===== config.mk =====
export PLATFORM = sky130hd
export DESIGN_NAME = boa_mem_serial_resp_flat
export DESIGN_NICKNAME = d
export VERILOG_FILES = /design/src/rtl/boa_pkg.sv /design/src/rtl/boa_mem_bus.sv /design/src/rtl/boa_lane_sel.sv /design/src/rtl/boa_mem_serial_resp.sv /design/src/flat_wrapper.sv
export SDC_FILE = /design/constraint.sdc
export NUM_CORES = 1
export LEC_CHECK = 0
export CAP_MARGIN = 25
export CELL_PAD_IN_SITES_DETAIL_PLACEMENT = 1
export CELL_PAD_IN_SITES_GLOBAL_PLACEMENT = 2
export CORE_MARGIN = 2
export CORE_UTILIZATION = 31
export CTS_CLUSTER_SIZE = 30
export DETAILED_ROUTE_END_ITERATION = 10
export GPL_ROUTABILITY_DRIVEN = 1
export PLACE_DENSITY_LB_ADDON = 0.1
export SLEW_MARGIN = 20
export SYNTH_ARGS = -nofsm -noshare
export SYNTH_HDL_FRONTEND = slang
export SYNTH_HIERARCHICAL = 1
export SYNTH_SLANG_ARGS = --single-unit

===== constraint.sdc =====
create_clock -name clk -period 5.89 [get_ports clk]
set_clock_uncertainty 0.1 [all_clocks]
set_input_delay 0.589 -clock clk [delete_from_list [all_inputs] [get_ports clk]]
set_output_delay 0.589 -clock clk [all_outputs]
set_load 0.02 [all_outputs]

===== src/rtl/boa_pkg.sv =====
// ============================================================================
// Module : boa_pkg
// Brief  : Shared types and helpers for the Boa memory-bus responders.
// Rev    : 1.0 - initial release
// ============================================================================
`default_nettype none

package boa_pkg;

    typedef enum logic [1:0] {
        ST_IDLE = 2'd0,
        ST_XFER = 2'd1,
        ST_DONE = 2'd2
    } boa_mem_serial_state_t;

    // Width of a byte-lane index for a data bus of the given size.
    function automatic int boa_lane_w(input int dlen);
        return $clog2(dlen / 8);
    endfunction

endpackage

`default_nettype wire


===== src/rtl/boa_mem_bus.sv =====
// ============================================================================
// Module : boa_mem_bus
// Brief  : Boa memory bus bundle; CPU side initiates, MEM side responds.
// Rev    : 1.0 - initial release
// ============================================================================
`default_nettype none

interface boa_mem_bus #(
    parameter int alen = 32,
    parameter int dlen = 32
);
    localparam int wes = dlen / 8;

    logic            re;
    logic [wes-1:0]  we;
    logic [alen-1:2] addr;
    logic [dlen-1:0] wdata;
    logic            ready;
    logic [dlen-1:0] rdata;

    modport MEM (input re, we, addr, wdata, output ready, rdata);
    modport CPU (output re, we, addr, wdata, input ready, rdata);
endinterface

`default_nettype wire


===== src/rtl/boa_lane_sel.sv =====
// ============================================================================
// Module : boa_lane_sel
// Brief  : Lowest-set-lane priority encoder with a last-beat flag.
// Rev    : 1.0 - initial release
// ============================================================================
`default_nettype none

module boa_lane_sel #(
    parameter int WES = 4,
    parameter int LW  = 2
) (
    input  logic [WES-1:0] mask_i,
    output logic [LW-1:0]  lane_o,
    output logic           last_o
);
    logic [WES-1:0] rest;

    always_comb begin
        lane_o = '0;
        for (int i = WES - 1; i >= 0; i--) begin
            if (mask_i[i]) lane_o = LW'(i);
        end
        rest   = mask_i & ~(WES'(1) << lane_o);
        last_o = (rest == '0);
    end
endmodule

`default_nettype wire


===== src/rtl/boa_mem_serial_resp.sv =====
// ============================================================================
// Module : boa_mem_serial_resp
// Brief  : Boa bus responder serialising word accesses into byte beats on an
//          8-bit strobe/ack port. BOA_MEM_SERIAL_POSTED_EN enables posted writes.
// Rev    : 1.0 - initial release
// ============================================================================
`default_nettype none

module boa_mem_serial_resp
    import boa_pkg::*;
#(
    parameter int alen = 32,
    parameter int dlen = 32
) (
    input  logic            clk,
    input  logic            rst,
    boa_mem_bus.MEM         bus,
    output logic            ext_re,
    output logic            ext_we,
    output logic [alen-1:0] ext_addr,
    output logic [7:0]      ext_wdata,
    input  logic            ext_ack,
    input  logic [7:0]      ext_rdata
);
    localparam int wes = dlen / 8;
    localparam int LW  = boa_lane_w(dlen);
`ifdef BOA_MEM_SERIAL_POSTED_EN
    localparam bit POSTED = 1'b1;
`else
    localparam bit POSTED = 1'b0;
`endif

    boa_mem_serial_state_t state_q, state_d;
    logic [alen-1:2] addr_q, addr_d, pend_addr_q, pend_addr_d;
    logic [dlen-1:0] wdata_q, wdata_d, pend_wdata_q, pend_wdata_d;
    logic [dlen-1:0] rdata_q, rdata_d;
    logic [wes-1:0]  mask_q, mask_d, pend_mask_q, pend_mask_d;
    logic            write_q, write_d, pend_write_q, pend_write_d;
    logic            posted_q, posted_d, pend_q, pend_d;

    logic [LW-1:0]   lane;
    logic            last;
    logic            req, req_write, ready, accept;
    logic [wes-1:0]  req_mask;

    boa_lane_sel #(.WES(wes), .LW(LW)) u_lane_sel (
        .mask_i (mask_q),
        .lane_o (lane),
        .last_o (last)
    );

    assign req_write = |bus.we;
    assign req       = bus.re | req_write;
    assign req_mask  = req_write ? bus.we : '1;
    // A posted write keeps the bus open until a second request has to wait.
    assign ready     = (state_q != ST_XFER) | (posted_q & ~pend_q);
    assign accept    = ready & req;

    assign bus.ready = ready;
    assign bus.rdata = rdata_q;
    assign ext_re    = (state_q == ST_XFER) & ~write_q;
    assign ext_we    = (state_q == ST_XFER) & write_q;
    assign ext_addr  = {addr_q, 2'b00} | alen'(lane);
    assign ext_wdata = wdata_q[8*int'(lane) +: 8];

    always_comb begin
        state_d      = state_q;
        addr_d       = addr_q;
        wdata_d      = wdata_q;
        mask_d       = mask_q;
        write_d      = write_q;
        posted_d     = posted_q;
        rdata_d      = rdata_q;
        pend_d       = pend_q;
        pend_addr_d  = pend_addr_q;
        pend_wdata_d = pend_wdata_q;
        pend_mask_d  = pend_mask_q;
        pend_write_d = pend_write_q;

        if (state_q == ST_XFER) begin
            if (ext_ack) begin
                mask_d = mask_q & ~(wes'(1) << lane);
                if (!write_q) rdata_d[8*int'(lane) +: 8] = ext_rdata;
                if (last) begin
                    posted_d = 1'b0;
                    if (pend_q) begin
                        // The waiting request runs fully stalled, not posted.
                        pend_d  = 1'b0;
                        addr_d  = pend_addr_q;
                        wdata_d = pend_wdata_q;
                        mask_d  = pend_mask_q;
                        write_d = pend_write_q;
                    end else begin
                        state_d = ST_DONE;
                    end
                end
            end
        end else begin
            state_d = ST_IDLE;
        end

        if (accept) begin
            if (state_q != ST_XFER || (ext_ack && last)) begin
                state_d  = ST_XFER;
                addr_d   = bus.addr;
                wdata_d  = bus.wdata;
                mask_d   = req_mask;
                write_d  = req_write;
                posted_d = POSTED & req_write;
            end else begin
                pend_d       = 1'b1;
                pend_addr_d  = bus.addr;
                pend_wdata_d = bus.wdata;
                pend_mask_d  = req_mask;
                pend_write_d = req_write;
            end
        end
    end

    always_ff @(posedge clk) begin
        if (rst) begin
            state_q      <= ST_IDLE;
            addr_q       <= '0;
            wdata_q      <= '0;
            mask_q       <= '0;
            write_q      <= 1'b0;
            posted_q     <= 1'b0;
            rdata_q      <= '0;
            pend_q       <= 1'b0;
            pend_addr_q  <= '0;
            pend_wdata_q <= '0;
            pend_mask_q  <= '0;
            pend_write_q <= 1'b0;
        end else begin
            state_q      <= state_d;
            addr_q       <= addr_d;
            wdata_q      <= wdata_d;
            mask_q       <= mask_d;
            write_q      <= write_d;
            posted_q     <= posted_d;
            rdata_q      <= rdata_d;
            pend_q       <= pend_d;
            pend_addr_q  <= pend_addr_d;
            pend_wdata_q <= pend_wdata_d;
            pend_mask_q  <= pend_mask_d;
            pend_write_q <= pend_write_d;
        end
    end
endmodule

`default_nettype wire


===== src/flat_wrapper.sv =====
// flat-port wrapper written by rule: the top's interface ports become plain ports
module boa_mem_serial_resp_flat import boa_pkg::*;
#(
    parameter int alen = 32,
    parameter int dlen = 32
)
  (clk, rst, ext_re, ext_we, ext_addr, ext_wdata, ext_ack, ext_rdata, bus_re, bus_we, bus_addr, bus_wdata, bus_ready, bus_rdata);
  boa_mem_bus #(.alen(alen), .dlen(dlen)) bus_i ();
  input  logic clk;
  input  logic rst;
  output logic ext_re;
  output logic ext_we;
  output logic [alen-1:0] ext_addr;
  output logic [7:0] ext_wdata;
  input  logic ext_ack;
  input  logic [7:0] ext_rdata;
  input wire logic [$bits(bus_i.re)-1:0] bus_re;
  input wire logic [$bits(bus_i.we)-1:0] bus_we;
  input wire logic [$bits(bus_i.addr)-1:0] bus_addr;
  input wire logic [$bits(bus_i.wdata)-1:0] bus_wdata;
  output wire logic [$bits(bus_i.ready)-1:0] bus_ready;
  output wire logic [$bits(bus_i.rdata)-1:0] bus_rdata;
  assign bus_i.re = bus_re;
  assign bus_i.we = bus_we;
  assign bus_i.addr = bus_addr;
  assign bus_i.wdata = bus_wdata;
  assign bus_ready = bus_i.ready;
  assign bus_rdata = bus_i.rdata;
  boa_mem_serial_resp #(.alen(alen), .dlen(dlen)) u_core (.clk(clk), .rst(rst), .bus(bus_i), .ext_re(ext_re), .ext_we(ext_we), .ext_addr(ext_addr), .ext_wdata(ext_wdata), .ext_ack(ext_ack), .ext_rdata(ext_rdata));
endmodule

# == Yosys cells after proc, flatten, opt, wreduce, memory -nomap -nowiden ==
# Index checks and enable logic that the tools add are counted.
# totals
out_inout_bits,75
in_bits,78
regBits,170
# op_classes
bitwise_logic,12
add_sub_neg,1
n_mux,46
shift,4
eq_ne,2
n_reduce_logical,6
# ops
op,count
$mux 32,6
$mux 30,6
$neg 5->33,1
$shift 8x33->32 const A,1
$shiftx 8x33->32,1
$bwmux 32,1
$or 32x2->32,1
$shiftx 32x6->8,1
$mux 4,7
$mux 2,10
$mux 1,16
$and 1x1->1,4
$and 4x4->4,1
$logic_not 4->1,1
$not 4->4,1
$reduce_or 4->1,1
$shl 1x2->4 const A,1
$not 1->1,3
$reduce_and 3->1,1
$eq 2x1->1 const B,1
$ne 2x1->1 const B,1
$or 1x1->1,2
$reduce_and 2->1,1
$logic_and 1x1->1,1
$logic_or 1x1->1,1

# == Depth between registers and ports, before layout ==
# logic_depth
depth_word,13
mapped_depth,10
depth_no_buf,8

# == By module ==
# Netlist, hierarchy kept.
# by_module_without_submodules
mod,cells_per_inst,seq_area_each_um2,area_each_um2,instances
boa_mem_serial_resp,865,3403.3,6985.4,1
boa_lane_sel,7,0.0,50.0,1

# == Worst setup path after synthesis ==
# No wires, ideal clock.
# synth_timing
path_type,register to register
from,register u_core.mask_q[3]
to,"register u_core.rdata_q[0], in the netlist u_core/bus.rdata[0]"
path_slack_ns,2.921
period_less_slack_ns,2.969
arrival_time_ns,2.799
path_stages_with_launch,9
required_ns,5.720
path_cell_list,dfxtp_1 > nor2_1 > nor3_1 > clkbuf_1 > inv_1 > ha_1 > nor3b_1 > nand3_1 > a21oi_1
# synth_between
elab_chain_len,7
# synth_rtl
item,line,rtl
"start, declared",boa_mem_serial_resp.sv:37,"logic [wes-1:0] mask_q, mask_d, pend_mask_q, pend_mask_d;"
"start signal, assigned",boa_mem_serial_resp.sv:138,mask_q <= mask_d;
$mux 2 * (4 in series),boa_lane_sel.sv:21,if (mask_i[i]) lane_o = LW'(i);
$neg 5->33 *,boa_mem_serial_resp.sv:83,if (!write_q) rdata_d[8*int'(lane) +: 8] = ext_rdata;
$shiftx 8x33->32 / $shift 8x33->32 (equally long branches),boa_mem_serial_resp.sv:83,
$bwmux 32 *,boa_mem_serial_resp.sv:83,
"end signal, assigned",boa_mem_serial_resp.sv:141,rdata_q <= rdata_d;
"end, declared",boa_mem_serial_resp.sv:36,"logic [dlen-1:0] rdata_q, rdata_d;"
# Mark *: on every way between the ends. The rest lies on a longest branch, timed or not.
# A chain may end at the register's enable or synchronous reset.

# == Worst setup path in the final report ==
# layout_timing
from,input port bus_we[0]
to,register u_core/addr_q[5] (netlist name)
# layout_between
elab_chain_len,4
# layout_rtl
item,line,rtl
"start, declared",flat_wrapper.sv:18,input wire logic [$bits(bus_i.we)-1:0] bus_we;
$reduce_or 4->1,boa_mem_serial_resp.sv:52,assign req_write = |bus.we;
$or 1x1->1,boa_mem_serial_resp.sv:53,assign req = bus.re | req_write;
$and 1x1->1,boa_mem_serial_resp.sv:57,assign accept = ready & req;
$mux 30,boa_mem_serial_resp.sv:102,if (accept) begin
"end signal, assigned",boa_mem_serial_resp.sv:136,addr_q <= addr_d;
"end, declared",boa_mem_serial_resp.sv:34,"logic [alen-1:2] addr_q, addr_d, pend_addr_q, pend_addr_d;"
# Every way passes these cells.

==> out/qor.yml <==
clocking:
  cts-buffers-inserted: 17
  cts_tree: "yes"
  clockBufferDepth: 2
  post_cts_resize_count: 0
  postCtsSetupRepairBufs: 0
  cts-root-buf: "clkbuf_16"
  cts_sinks: 170
  clk_latency_ps: 420
  cts_hold_buffers: 0
  clk_pin_slew_ps: 70
  h-tree-depth: 4
worst_hold_path:
  hold_path.class: "reg2reg"
detailed_routing:
  drc: 0
  ant_nets: 0
  drt_iter0_markers: 225
  via_count: 6477
  wirelength_mm: 22.54
  drt-pass1-iter-count: 4
  wl_per_cell_um: 17.59
  via_per_inst: 5.056
sta:
  hold_violations: 0
  post-route-period-util_pct: 56.12
  finalMaxSlewViolations: 0
  whs_ps: 353.3
  fmax_mhz: 302.5
  setup_viol: 0
  rsz0062_at_grt: "false"
  relSlewSlack_pct: 34.64
  worst_slew_pin_slew_ps: 980.5
  timing.setup.tns_ps: 0
  period_needed_ps: 3306
worst_setup_path:
  cp_max_fo: 34
  r2r-start: "u_core/mask_q[1]"
  cp.buffers_inverters: 2
  critPathKind: "in2reg"
  cp_data_required_time_ps: 6120
  regToRegEndpoint: "u_core/write_q"
  crit_path_end: "u_core/addr_q[5]"
  worstSetupStartpoint: "bus_we[0]"
  cpPeakStageDelay_ps: 840
  cp_slowest_cell: "o2bb2ai_4"
  ff2ff_setup_slack_ps: 2640
  crit_path_start_kind: "primary input"
  rr_worst_depth: 7
  endpoint_kind: "register"
  worstPathCellList: "clkdlybuf4s50_1 > or4_1 > o2bb2ai_4 > buf_4 > nor2_1 > a211oi_1"
  crit_cells: 6
  worstPathArrival_ps: 3530
  critical_path.top_delay_family: "compound AO/OA/AOI/OAI gates"
finish:
  drive_above_1_share_pct: 5.924
  regArea_um2: 3403
  nNetsFinal: 1071
  final_util_pct: 41.57
  n_antenna_cell: 0
  n_fill_cell: 2692
  synthToLayoutAreaGrowth_pct: 32.54
  multi_input_area_um2: 3307
floorplanning:
  design.die.area_um2: 23920
  die_x_um: 154.7
  core_um2: 22430
  rows: 55
  num_io_pins: 153
  die_h_um: 154.7
  initial_core_util_pct: 31.36
power:
  p_comb_share_pct: 16.6
  pwr-share-clk_pct: 40.3
  p_sw_uw: 781.5
  share_seq_of_total_power_pct: 43.0
  power_leakage_uw: 0.003235
  internal_power_uw: 2093
  p_per_area_nw_per_um2: 308.2
  peakVddDrop_mv: 0.2002
  p_sw_share_pct: 27.19
synth:
  synth_seq_cells: 170
  syn_avg_cell_area_um2: 8.068
  ys_async_sr_fraction_pct: 0
  yosys_warnings: 6
  synth_top_flop_cell: "dfxtp_1"
  netlist_instances: 872
  synth-edff-count: 0
  synth_area_um2: 7035
  synth_cell_types: 39
  synth_top_area_share_pct: 48.37
  synthTopCellsByArea: "dfxtp_1 (48%), nand2_1 (12%), a21oi_1 (12%), a211oi_1 (6.8%), nor2_1 (3.6%)"
  synth_top_area_cell: "dfxtp_1"
  ys_seq_area_share_pct: 48.37
  synth.most_common_cell: "nand2_1"
  yosys-top-cells-count: "nand2_1 (227), dfxtp_1 (170), a21oi_1 (163)"
  syn-num-nets: 958
place:
  place.gp.congestion: 0.7174
  portBuffers: 152
  hpwl_mm: 14.60
global_route:
  grt_pass1_wl_mm: 35.97
  grt_use_total_pct: 18.85
  grt_max_degree: 85
  grt_pass1_vias: 6541
  antenna_found_initial: 0
  gr-total-overflow: 0
flow_run:
  cap_violations: 0
run_status:
  status: "completed"
==> worst reg2reg max path, delay by kind of cell (launching register included) <==
family,cells,cell delay (ps)
and+or+nand+nor,2,1180
adders and majority gates,1,330
buffers and inverters,1,450
DFF,1,340
AOI/OAI and AO/OA,3,750
==> metal layers <==
| metal | routed length [µm] | vias to the layer above | track usage (%) | part of all wire (%) |
|---|---|---|---|---|
| met3 | 844 | 13 | 3.614 | 3.7 |
| met5 | 0 | - | 0 | 0 |
| met4 | 202 | 0 | 4.586 | 0.90 |
| met1 | 10940 | 3140 | 25.21 | 49 |
| met2 | 10560 | 114 | 31.51 | 47 |
| li1 | - | 3210 | - | - |
==> per-stage QoR <==
step	worst slack, ps	cell area (µm²)	instances	total power, µW
floorplan	2921	7036	872	1517
global placement	2239	8706	1250	1738
detailed placement	2135	8733	1251	1746
CTS	2615	9325	1281	2912
global route	2416	9325	1281	3000
finish	2584	9325	1281	2874
==> cells by family after synthesis <==
kind of cell | count (synthesis) | synth area share (%)
AO/OA/AOI/OAI | 250 | 21.54
buffers and inverters | 80 | 5.211
AND/OR/NAND/NOR | 353 | 20.45
adder cells (fa/ha/maj) | 9 | 1.583
flip-flops | 170 | 48.37
multiplexers | 10 | 2.845
==> how the worst min path moves through the flow <==
stage,endpoint,startpoint,cells after the start
floorplan,u_core/wdata_q[17],u_core/wdata_q[17],2
global placement,u_core/bus.rdata[6],u_core/bus.rdata[6],2
detailed placement,u_core/bus.rdata[9],u_core/bus.rdata[9],2
CTS,u_core/bus.rdata[9],u_core/bus.rdata[9],2
global route,u_core/bus.rdata[31],u_core/bus.rdata[31],2
finish,u_core/bus.rdata[9],u_core/bus.rdata[9],2
==> cells in the final DEF, fill, tap and decap left out, drive strengths merged, types with 6 or more instances in the layout <==
master,Yosys,layout
nand3,34,34
buf,28,13
dfxtp,170,170
mux4,8,8
and2,6,6
nor2,68,68
a21oi,163,163
clkdlybuf4s50,0,151
nand2,227,227
inv,10,11
ha,8,8
a211oi,64,64
clkbuf,42,20
==> power by group through the flow <==
stage	registers [µW]	logic, µW	clock network [µW]
3_5_place_dp	1260	483	0
5_1_grt	1240	521	1240
4_1_cts	1240	485	1190
3_3_place_gp	1260	475	0
2_1_floorplan	1280	239	0
6_report	1240	478	1160
==> sequential cells by signal (all words and copies together) (netlist names) <==
name                 cells
u_core/pend_q            1
u_core/pend_addr_q      30
u_core/wdata_q          32
u_core/pend_mask_q       4
u_core/mask_q            4
u_core/addr_q           30
u_core/write_q           1
u_core/state_q           2
u_core/posted_q          1
u_core/bus.rdata        32
u_core/pend_wdata_q     32
u_core/pend_write_q      1
==> final cells by class <==
type                       instances  share of cell area (%)
sequential                       170                   36.50
multi-input combinational        622                   35.46
timing repair buffer             164                   17.47
clock buffer                      20                   4.790
tap                              285                   3.824
clock inverter                    10                   1.556
inverter                          10                  0.4025
(Power assumes the default switching activity.)
